### src/rtl/vga_timing_gen.sv
// Raster timing generator for the ball-and-paddle display path (x/y/enable, syncs, strobes).
// Latency: x/y/enable/line_start/frame_start combinational from counters; hsync/vsync delayed PIPE_DLY clk.
// Backpressure: none; counters advance only on px_en ticks, sync delay line shifts every clk.
//
// Ports:
//   clk, rst (async, active-high), px_en (pixel tick)
//   x, y         raw horizontal/vertical counts (include blanking)
//   enable       visible-area flag
//   hsync, vsync syncs at SYNC_POL when asserted, delayed PIPE_DLY clk (0..4)
//   line_start   px_en at x==0; frame_start additionally requires y==0
module vga_timing_gen #(
  parameter int   H_ACTIVE = 640,
  parameter int   H_FP     = 16,
  parameter int   H_SYNC   = 96,
  parameter int   H_BP     = 48,
  parameter int   V_ACTIVE = 480,
  parameter int   V_FP     = 10,
  parameter int   V_SYNC   = 2,
  parameter int   V_BP     = 33,
  parameter logic SYNC_POL = 1'b0,
  parameter int   PIPE_DLY = 1
) (
  input  logic       clk,
  input  logic       rst,
  input  logic       px_en,
  output logic [9:0] x,
  output logic [9:0] y,
  output logic       enable,
  output logic       hsync,
  output logic       vsync,
  output logic       line_start,
  output logic       frame_start
);

  // Totals must not exceed 1024 so the 10-bit counters can hold every count.
  localparam int H_TOTAL = H_ACTIVE + H_FP + H_SYNC + H_BP;
  localparam int V_TOTAL = V_ACTIVE + V_FP + V_SYNC + V_BP;

  localparam logic [9:0]  H_LAST   = 10'(H_TOTAL - 1);
  localparam logic [9:0]  V_LAST   = 10'(V_TOTAL - 1);
  // Window bounds may reach 1024, so compare in 11 bits.
  localparam logic [10:0] H_VIS    = 11'(H_ACTIVE);
  localparam logic [10:0] V_VIS    = 11'(V_ACTIVE);
  localparam logic [10:0] HS_START = 11'(H_ACTIVE + H_FP);
  localparam logic [10:0] HS_END   = 11'(H_ACTIVE + H_FP + H_SYNC);
  localparam logic [10:0] VS_START = 11'(V_ACTIVE + V_FP);
  localparam logic [10:0] VS_END   = 11'(V_ACTIVE + V_FP + V_SYNC);

  logic [9:0] h_cnt_q, h_cnt_d;
  logic [9:0] v_cnt_q, v_cnt_d;

  always_comb begin
    h_cnt_d = h_cnt_q;
    v_cnt_d = v_cnt_q;
    if (px_en) begin
      if (h_cnt_q == H_LAST) begin
        h_cnt_d = '0;
        v_cnt_d = (v_cnt_q == V_LAST) ? '0 : v_cnt_q + 10'd1;
      end else begin
        h_cnt_d = h_cnt_q + 10'd1;
      end
    end
  end

  always_ff @(posedge clk or posedge rst) begin
    if (rst) begin
      h_cnt_q <= '0;
      v_cnt_q <= '0;
    end else begin
      h_cnt_q <= h_cnt_d;
      v_cnt_q <= v_cnt_d;
    end
  end

  logic [10:0] h_ext;
  logic [10:0] v_ext;
  logic        hs_raw;
  logic        vs_raw;
  logic        hs_lvl;
  logic        vs_lvl;

  assign h_ext  = {1'b0, h_cnt_q};
  assign v_ext  = {1'b0, v_cnt_q};

  assign x      = h_cnt_q;
  assign y      = v_cnt_q;
  assign enable = (h_ext < H_VIS) && (v_ext < V_VIS);

  // vs_raw follows v_cnt alone, so vsync edges line up with h_cnt wrapping to 0.
  assign hs_raw = (h_ext >= HS_START) && (h_ext < HS_END);
  assign vs_raw = (v_ext >= VS_START) && (v_ext < VS_END);
  assign hs_lvl = hs_raw ? SYNC_POL : ~SYNC_POL;
  assign vs_lvl = vs_raw ? SYNC_POL : ~SYNC_POL;

  assign line_start  = px_en && (h_cnt_q == 10'd0);
  assign frame_start = line_start && (v_cnt_q == 10'd0);

  // Delay line matches the colour stage register; it shifts every clk (not on
  // px_en) and resets to the deasserted level so no stale pulse leaks out.
  if (PIPE_DLY == 0) begin : g_no_pipe
    assign hsync = hs_lvl;
    assign vsync = vs_lvl;
  end else begin : g_pipe
    logic [PIPE_DLY-1:0] hs_pipe_q, hs_pipe_d;
    logic [PIPE_DLY-1:0] vs_pipe_q, vs_pipe_d;

    always_comb begin
      hs_pipe_d = PIPE_DLY'({hs_pipe_q, hs_lvl});
      vs_pipe_d = PIPE_DLY'({vs_pipe_q, vs_lvl});
    end

    always_ff @(posedge clk or posedge rst) begin
      if (rst) begin
        hs_pipe_q <= {PIPE_DLY{~SYNC_POL}};
        vs_pipe_q <= {PIPE_DLY{~SYNC_POL}};
      end else begin
        hs_pipe_q <= hs_pipe_d;
        vs_pipe_q <= vs_pipe_d;
      end
    end

    assign hsync = hs_pipe_q[PIPE_DLY-1];
    assign vsync = vs_pipe_q[PIPE_DLY-1];
  end

endmodule

### config.mk
export PLATFORM = sky130hd
export DESIGN_NAME = vga_timing_gen
export DESIGN_NICKNAME = d
export VERILOG_FILES = /design/src/rtl/vga_timing_gen.sv
export SDC_FILE = /design/constraint.sdc
export NUM_CORES = 1
export LEC_CHECK = 0
export CAP_MARGIN = 20
export CELL_PAD_IN_SITES_DETAIL_PLACEMENT = 1
export CELL_PAD_IN_SITES_GLOBAL_PLACEMENT = 1
export CORE_UTILIZATION = 33
export CTS_CLUSTER_SIZE = 14
export DETAILED_ROUTE_END_ITERATION = 8
export GPL_TIMING_DRIVEN = 0
export PLACE_DENSITY = 0.77
export SYNTH_ARGS = -nofsm -noshare
export SYNTH_HDL_FRONTEND = slang
export SYNTH_SLANG_ARGS = --single-unit
### constraint.sdc
create_clock -name clk -period 1.9 [get_ports clk]
set_clock_uncertainty 0.2 [all_clocks]
set_input_delay 0.57 -clock clk [delete_from_list [all_inputs] [get_ports clk]]
set_output_delay 0.57 -clock clk [all_outputs]
set_load 0.1 [all_outputs]
==> impl_metrics.py, run 1 <==
metrics = {
    "worst_setup_path": {
        "r2r_cells": 7,
        "cp-endpoint": "frame_start",
        "arrival_ns": 2.12,
        "path_max_fanout": 2,
        "worstReg2RegEnd": "y[9]",
        "setup.worst_path.class": "flip-flop to output port",
        "r2r_slack_ns": -0.24,
        "crit_start": "x[1]",
        "r2r-start": "x[7]",
        "worst_setup_path_start_kind": "flip-flop",
        "required_ns": 1.13,
        "cp-end-kind": "output port",
    },
    "global_routing": {
        "grt_pass1_vias": 1213,
        "grt_pass1_wl_mm": 5.87,
        "grt_max_degree": 23,
        "grt_use_total": 0.194,
        "overflow": 0,
        "antenna_found_initial": 0,
    },
    "timing": {
        "tightest_slew_ns": 0.887,
        "hold_violations": 0,
        "setup_ws_ns": -0.989,
        "grt_setup_unrepaired": "true",
        "finalCriticalPeriod_ns": 2.89,
        "drv_slew": 0,
        "fmax_mhz": 346,
        "finalSetupViolations": 20,
        "slew_headroom": 0.408,
        "min_period_over_period": 1.52,
        "setup_tns_ns": -3.87,
        "fin_hold_ws_ns": 0.344,
    },
    "layout": {
        "stdcell_area_um2": 2000,
        "antennaDiodeCount": 0,
        "syn2layout_area_growth_pct": 66.6,
        "drive_gt1_frac": 0.568,
        "fin_cells": 215,
        "fin_nets": 177,
        "final_core_util": 0.585,
    },
    "drt": {
        "num_vias": 1158,
        "ant_nets": 0,
        "post_drt_wl_per_cell_um": 17.2,
        "routed_via_density": 5.39,
        "drtIter0Drc": 36,
        "drt_wl_total_mm": 3.70,
        "drc": 0,
        "firstDrtPassIters": 4,
    },
    "synth": {
        "synth_warnings": 0,
        "synth_seq_cells": 22,
        "synth_compound_area_frac": 0.105,
        "synth_cell_types": 39,
        "ys_seq_area_frac": 0.461,
        "synth_top_family_by_area": "simple AND/OR/NAND/NOR gates",
        "synth_xor_area_frac": 0.0803,
        "synthFlopType": "dfrtp_1",
        "yosysMostFrequentCell": "dfrtp_1",
        "muxShareOfSynthArea": 0,
        "synth_nets": 126,
        "yosysTopAreaCellShare": 0.417,
        "synthSimpleGateAreaFrac": 0.282,
        "synth.largest_area_cell": "dfrtp_1",
        "netlist_area_um2": 1200,
        "syn_avg_cell_area_um2": 10.1,
        "synthAdderAreaFrac": 0.0417,
        "synth_edf_count": 0,
        "netlist_instances": 119,
        "synth.area.top_cells": "dfrtp_1 (42%), nand3_1 (4.6%), dfstp_2 (4.4%), xnor2_1 (4.4%), ha_1 (4.2%)",
        "synthTopCellsByCount": "dfrtp_1 (20), nand3_1 (11), o21ai_0 (10), nand2_1 (7), nor2_1 (7)",
        "ys_async_sr_fraction": 1.00,
    },
    "placement": {
        "dpl.hpwl_mm": 2.30,
        "numPortBuffers": 27,
        "dp.cells": 192,
        "placed_cell_area_um2": 1650,
        "place_ws_ns": -1.93,
        "place.gp.congestion": 0.847,
    },
    "outcome": {
        "violations": "negative setup slack",
        "status": "finished, violations left",
    },
    "floorplan": {
        "die_height_um": 62.3,
        "io_pins": 28,
        "die_x_um": 62.3,
        "core_um2": 3420,
        "row_count": 21,
        "start_util": 0.351,
        "die_area_um2": 3880,
    },
    "clock_tree": {
        "clkSinkCount": 22,
        "clk_latency_ns": 0.31,
        "htree_levels": 1,
        "cts_root_buffer": "clkbuf_4",
        "path_clk_slew_ns": 0.13,
        "numCtsBuffers": 3,
        "tritoncts": "done",
        "cts_buffer_depth": 2,
    },
    "power_and_ir_drop": {
        "peakVddDrop_mv": 0.931,
        "finalPower_mw": 2.33,
        "power_density_nw_per_um2": 1160,
        "cellLeakagePower_nw": 0.844,
    },
    "hold_path": {
        "min_from": "y[6]",
        "hp-class": "flip-flop to flip-flop",
    },
    "run": {
        "maxCapViolCount": 0,
    },
}
kinds of logic (layout without fill, tap and decap cells):
group	Yosys count	count (layout)
compound gates	20	20
xor+xnor	11	11
fa+ha+maj	4	4
buf+inv	8	58
flops	22	22
simple gates	54	54
cell type report:
class	instances	area, um^2
clock buffers	3	22.5
clock inverters	1	30.0
fillers	379	1420
plain buffers	3	23.8
inverters	5	23.8
well taps	46	57.6
flip-flops and latches	22	603
multi-input cells	89	732
repair buffers	46	507
placed cells by master, fill, tap and decap left out, drive strengths merged, types with 2 or more instances in the layout:
master and instances:
a31oi 2, or2 2, nor2 7, and4 2, nor3 3, nand4 4, nor4 4, inv 5
and3 4, nand2 7, clkbuf 3, nor2b 2, dfstp 2, buf 47, o21ai 10, xnor2 6
ha 4, dfrtp 20, o31ai 2, xor2 5, nand3 12
power by group:
group,total (mW),switching (mW),leakage (nW),internal (mW)
clock network,0.367,0.153,0.0279,0.213
logic,1.30,0.829,0.566,0.476
registers,0.656,0.0870,0.250,0.569
total,2.33,1.07,0.844,1.26
per-layer routing:
metal | global-route usage | vias to the layer above | wire [um]
met5 | 0 | - | 0
met4 | 0.0901 | 0 | 68
met3 | 0.0386 | 10 | 151
met2 | 0.353 | 29 | 2040
met1 | 0.215 | 583 | 1440
li1 | - | 536 | -
worst max-delay path: stages (launching register included):
cell and delay, ns:
dfrtp_4 0.51, inv_4 0.07, ha_4 0.11, or4b_4 0.46
nor4_4 0.19, and4_4 0.28, buf_12 0.17
flip-flops by register name (all words and copies together), names as in the netlist:
signal,cells
hsync,1
vsync,1
x,10
y,10
worst min-delay path by stage:
| stage | to | slack (ns) | cells past startpoint |
|---|---|---|---|
| 2_1_floorplan | x[0] | 0.36 | 1 |
| 3_3_place_gp | vsync | 0.31 | 1 |
| 3_5_place_dp | vsync | 0.33 | 1 |
| 4_1_cts | vsync | 0.34 | 1 |
| 5_1_grt | y[6] | 0.36 | 1 |
| 6_report | y[6] | 0.34 | 1 |
timing repair:
action	4_1_cts	5_1_grt
hold endpoints to repair	0	0
endpoints found under the setup margin	40	29
pin swaps	5	6
setup buffers	12	7
hold buffers	0	0
resized for setup	175	35
(Power assumes the default switching activity.)
==> inputs of run 2 (changes only) <==
- CORE_MARGIN: unset -> 2
==> run 2 against run 1 <==
Effect of this change:
- the flow still finishes with violations (negative setup slack)
- maximum frequency rose by 0.83%
- global-route usage is 1.1 points lower
- critical path depth unchanged
- combinational power is 8% lower
- total power down 4.8%
- sequential power decreased by 2%
==> impl_metrics.py, run 2 (synthesized netlist as in run 1, its figures left out) <==
metrics = {
    "worst_setup_path": {
        "cp-end-kind": "output port",
        "max_stage_delay_ns": 0.50,
        "required_ns": 1.13,
        "path_max_fanout": 2,
        "path_cells": "inv_2, ha_1, or4b_4, nor4_4, and4_4, buf_12",
        "worst_setup_path_start_kind": "flip-flop",
        "setup.worst_path.class": "flip-flop to output port",
        "slowest_stage": "dfrtp_4",
        "arrival_ns": 2.10,
    },
    "timing": {
        "setup_ws_ns": -0.965,
        "fin_hold_ws_ns": 0.340,
        "finalSetupViolations": 9,
        "slew_headroom": 0.419,
        "grt_setup_unrepaired": "true",
        "fmax_mhz": 349,
        "min_period_over_period": 1.51,
        "finalCriticalPeriod_ns": 2.87,
        "hold_violations": 0,
        "tightest_slew_ns": 0.870,
        "drv_slew": 0,
    },
    "floorplan": {
        "die_height_um": 64.3,
        "die_area_um2": 4130,
        "row_count": 21,
        "io_pins": 28,
        "core_um2": 3420,
        "die_x_um": 64.3,
        "start_util": 0.351,
    },
    "global_routing": {
        "grt_use_total": 0.182,
        "overflow": 0,
        "grt_pass1_wl_mm": 5.79,
        "grt_max_degree": 23,
        "grt_pass1_vias": 1183,
        "antenna_found_initial": 0,
    },
    "power_and_ir_drop": {
        "peakVddDrop_mv": 1.12,
        "cellLeakagePower_nw": 0.847,
        "power_density_nw_per_um2": 1110,
    },
    "layout": {
        "syn2layout_area_growth_pct": 66.0,
        "register_area_um2": 603,
        "final_common_cell": "buf_6",
        "final_cell_mix": "buf_6 (20), buf_4 (17), nand3_1 (11), dfrtp_4 (10), dfrtp_2 (10)",
        "stdcell_area_um2": 1990,
        "antennaDiodeCount": 0,
        "fin_nets": 177,
        "multiInputGateArea_um2": 712,
        "drive_gt1_frac": 0.544,
        "fillCellCount": 374,
    },
    "drt": {
        "num_vias": 1122,
        "post_drt_wl_per_cell_um": 16.7,
        "drt_wl_total_mm": 3.58,
        "drtIter0Drc": 37,
        "drc": 0,
        "firstDrtPassIters": 4,
        "routed_via_density": 5.22,
        "ant_nets": 0,
    },
    "outcome": {
        "status": "finished, violations left",
        "violations": "negative setup slack",
    },
    "clock_tree": {
        "numCtsBuffers": 3,
        "cts_root_buffer": "clkbuf_4",
        "htree_levels": 1,
        "clkSinkCount": 22,
        "tritoncts": "done",
        "cts_buffer_depth": 2,
        "ctsHoldBuffers": 0,
        "path_clk_slew_ns": 0.13,
        "clk_latency_ns": 0.31,
    },
    "run": {
        "maxCapViolCount": 0,
    },
    "hold_path": {
        "hp-class": "flip-flop to flip-flop",
    },
    "placement": {
        "placed_cell_area_um2": 1650,
        "place.gp.congestion": 0.865,
        "dpl.hpwl_mm": 2.34,
        "numPortBuffers": 27,
    },
}
-- run 2: where the power goes --
group | internal [mW] | switching [mW] | leakage [nW]
combinational | 0.419 | 0.786 | 0.569
sequential | 0.568 | 0.0752 | 0.250
clock | 0.213 | 0.153 | 0.0279
total | 1.20 | 1.01 | 0.847
-- run 2: per-layer routing --
layer / GRT usage / part of all wire / up-vias
li1: - / - / 545
met1: 0.207 / 0.40 / 551
met2: 0.342 / 0.55 / 22
met3: 0.0282 / 0.039 / 4
met4: 0.0638 / 0.011 / 0
met5: 0 / 0 / -
-- run 2: area by class of cell --
cell class                 count  share of cell area
clock inverter                 1              0.0151
buffer                         3              0.0138
sequential                    22               0.303
clock buffer                   3              0.0113
timing repair buffer          46               0.261
tap                           46              0.0289
inverter                       5             0.00942
multi-input combinational     89               0.357
-- run 2: worst paths after layout --
path	start	slack [ns]	cells past startpoint	endpoint
max	x[1]	-0.97	6	frame_start
min	y[2]	0.34	1	y[2]
max reg2reg	x[0]	-0.17	7	y[9]
min reg2reg	y[2]	0.34	1	y[2]
max in group asynchronous	rst	0.34	2	x[1]
min in group asynchronous	rst	0.53	2	x[5]
-- run 2: worst max-delay path: cells and delay by family, from the launching register on --
family,cells,cell delay [ns]
AND/OR/NAND/NOR,3,0.92
flip-flops,1,0.50
buffers and inverters,2,0.24
adder cells (fa/ha/maj),1,0.13
-- run 2: through the flow --
stage,TNS [ns],total power [mW],worst slack [ns],cells,utilization
finish,-2.83,2.21,-0.965,215,0.583
global route,-4.30,2.32,-1.08,215,0.583
global placement,-23.98,1.62,-1.90,192,0.482
floorplan,-4.50,1.43,-1.82,119,-
detailed placement,-26.49,1.64,-1.93,192,0.482
CTS,-2.50,2.13,-0.985,208,0.534
-- run 2: what timing repair did --
action,in CTS,in global routing
buffers inserted,12,7
setup endpoints to repair,39,30
gates resized for setup,174,36
pin swaps,3,11
gates cloned,0,0
==> inputs of run 3 (changes only) <==
- CORE_MARGIN: 2 -> 5
- SLEW_MARGIN: unset -> 15
==> run 3 against run 2 <==
Effect of this change:
- the run still ends with negative setup slack left
- worst setup slack worse by 0.040 ns
- maximum frequency fell by 1.4%
- routed wire length increased by 13%
- first-iteration DRC count rose by 35%
==> impl_metrics.py, run 3 (synthesized netlist as in run 1, its figures left out) <==
metrics = {
    "timing": {
        "tightest_slew_ns": 0.912,
        "slew_headroom": 0.391,
        "drv_slew": 0,
        "setup_ws_ns": -1.00,
        "grt_setup_unrepaired": "true",
        "setup_tns_ns": -3.03,
        "finalSetupViolations": 12,
        "hold_violations": 0,
        "finalCriticalPeriod_ns": 2.90,
        "min_period_over_period": 1.53,
        "fmax_mhz": 344,
    },
    "global_routing": {
        "overflow": 0,
        "gr-usage-met3": 0.0288,
        "grt_max_degree": 23,
        "gr-max-usage-layer": "met2",
        "globalRouteMet2Util": 0.277,
        "antenna_found_initial": 0,
        "grt_pass1_wl_mm": 6.06,
        "met1_usage": 0.176,
        "grt_use_total": 0.152,
        "grt_pass1_vias": 1234,
    },
    "drt": {
        "firstDrtPassIters": 4,
        "drtIter0Drc": 50,
        "drt_wl_total_mm": 4.06,
        "routed_via_density": 5.35,
        "drc": 0,
        "ant_nets": 0,
        "post_drt_wl_per_cell_um": 18.5,
        "num_vias": 1176,
    },
    "floorplan": {
        "die_area_um2": 4940,
        "die_height_um": 70.3,
        "start_util": 0.335,
        "row_count": 22,
        "io_pins": 28,
        "core_um2": 3580,
        "die_x_um": 70.3,
    },
    "worst_setup_path": {
        "r2r-start": "x[0]",
        "setup.worst_path.class": "flip-flop to output port",
        "required_ns": 1.13,
        "arrival_ns": 2.13,
        "worst_setup_path_start_kind": "flip-flop",
        "path_max_fanout": 2,
        "crit_start": "x[1]",
        "cp-end-kind": "output port",
    },
    "layout": {
        "fillCellCount": 378,
        "syn2layout_area_growth_pct": 68.4,
        "fin_cells": 220,
        "final_common_cell": "buf_4",
        "fin_nets": 180,
        "drive_gt1_frac": 0.564,
        "antennaDiodeCount": 0,
        "final_cell_mix": "buf_4 (24), buf_6 (17), nand3_1 (11), dfrtp_4 (10), dfrtp_2 (10)",
    },
    "placement": {
        "dpl.hpwl_mm": 2.59,
        "place.gp.congestion": 0.814,
        "dp.cells": 194,
        "numPortBuffers": 27,
    },
    "clock_tree": {
        "htree_levels": 1,
        "clkSinkCount": 22,
        "clk_latency_ns": 0.32,
        "numCtsBuffers": 3,
        "cts_root_buffer": "clkbuf_4",
        "path_clk_slew_ns": 0.13,
        "tritoncts": "done",
        "cts_buffer_depth": 2,
    },
    "outcome": {
        "status": "finished, violations left",
        "violations": "negative setup slack",
    },
    "hold_path": {
        "hp-class": "flip-flop to flip-flop",
        "min_from": "y[6]",
    },
    "power_and_ir_drop": {
        "power_density_nw_per_um2": 1070,
        "cellLeakagePower_nw": 0.839,
        "peakVddDrop_mv": 0.928,
    },
    "run": {
        "maxCapViolCount": 0,
    },
}
[run 3: worst paths after layout]
path,endpoint,slack [ns],depth (start not counted)
setup / recovery,frame_start,-1.00,6
max in group asynchronous,x[0],0.30,2
hold / removal,y[6],0.35,1
setup reg to reg,y[9],-0.16,6
hold reg to reg,y[6],0.35,1
min in group asynchronous,y[5],0.54,2
[run 3: critical path, stage by stage, from the launching register on]
cell and delay [ns]:
dfrtp_4 0.52, inv_4 0.07, ha_4 0.12, or4b_4 0.47, nor4_4 0.18, and4_4 0.28, buf_12 0.17
[run 3: cell type report]
cell class | count | area [um^2] | area share
multi-input combinational | 89 | 742 | 0.367
inverter | 5 | 23.8 | 0.0118
sequential | 22 | 603 | 0.298
buffer | 3 | 27.5 | 0.0136
tap | 48 | 60.1 | 0.0297
clock buffer | 4 | 36.3 | 0.0180
timing repair buffer | 49 | 528 | 0.261
[run 3: repair_timing]
| item | in CTS | in global routing |
|---|---|---|
| pin swaps | 3 | 6 |
| setup buffers | 13 | 9 |
| endpoints found under the setup margin | 39 | 23 |
| hold buffers | 0 | 0 |
| resized for setup | 183 | 23 |
| cloned | 0 | 0 |
[run 3: through the flow]
step                worst slack, ns  utilization  area, um^2  power (mW)  hold slack, ns
global route                  -1.07        0.565        2020        2.27           0.365
global placement              -1.91        0.461        1650        1.63           0.308
CTS                          -0.981        0.519        1860        2.10           0.353
finish                        -1.00        0.565        2020        2.17           0.350
floorplan                     -1.82            -        1320        1.43           0.357
detailed placement            -1.93        0.461        1650        1.65           0.332
[run 3: power breakdown]
group / switching, mW / internal [mW]
combinational: 0.812 / 0.431
clock: 0.155 / 0.117
sequential: 0.0880 / 0.568
total: 1.05 / 1.12
[run 3: layer usage]
| layer | up-vias | part of all wire |
|---|---|---|
| met4 | 0 | 0.019 |
| met1 | 602 | 0.40 |
| met2 | 24 | 0.55 |
| met3 | 6 | 0.036 |
| li1 | 544 | - |
| met5 | - | 0 |
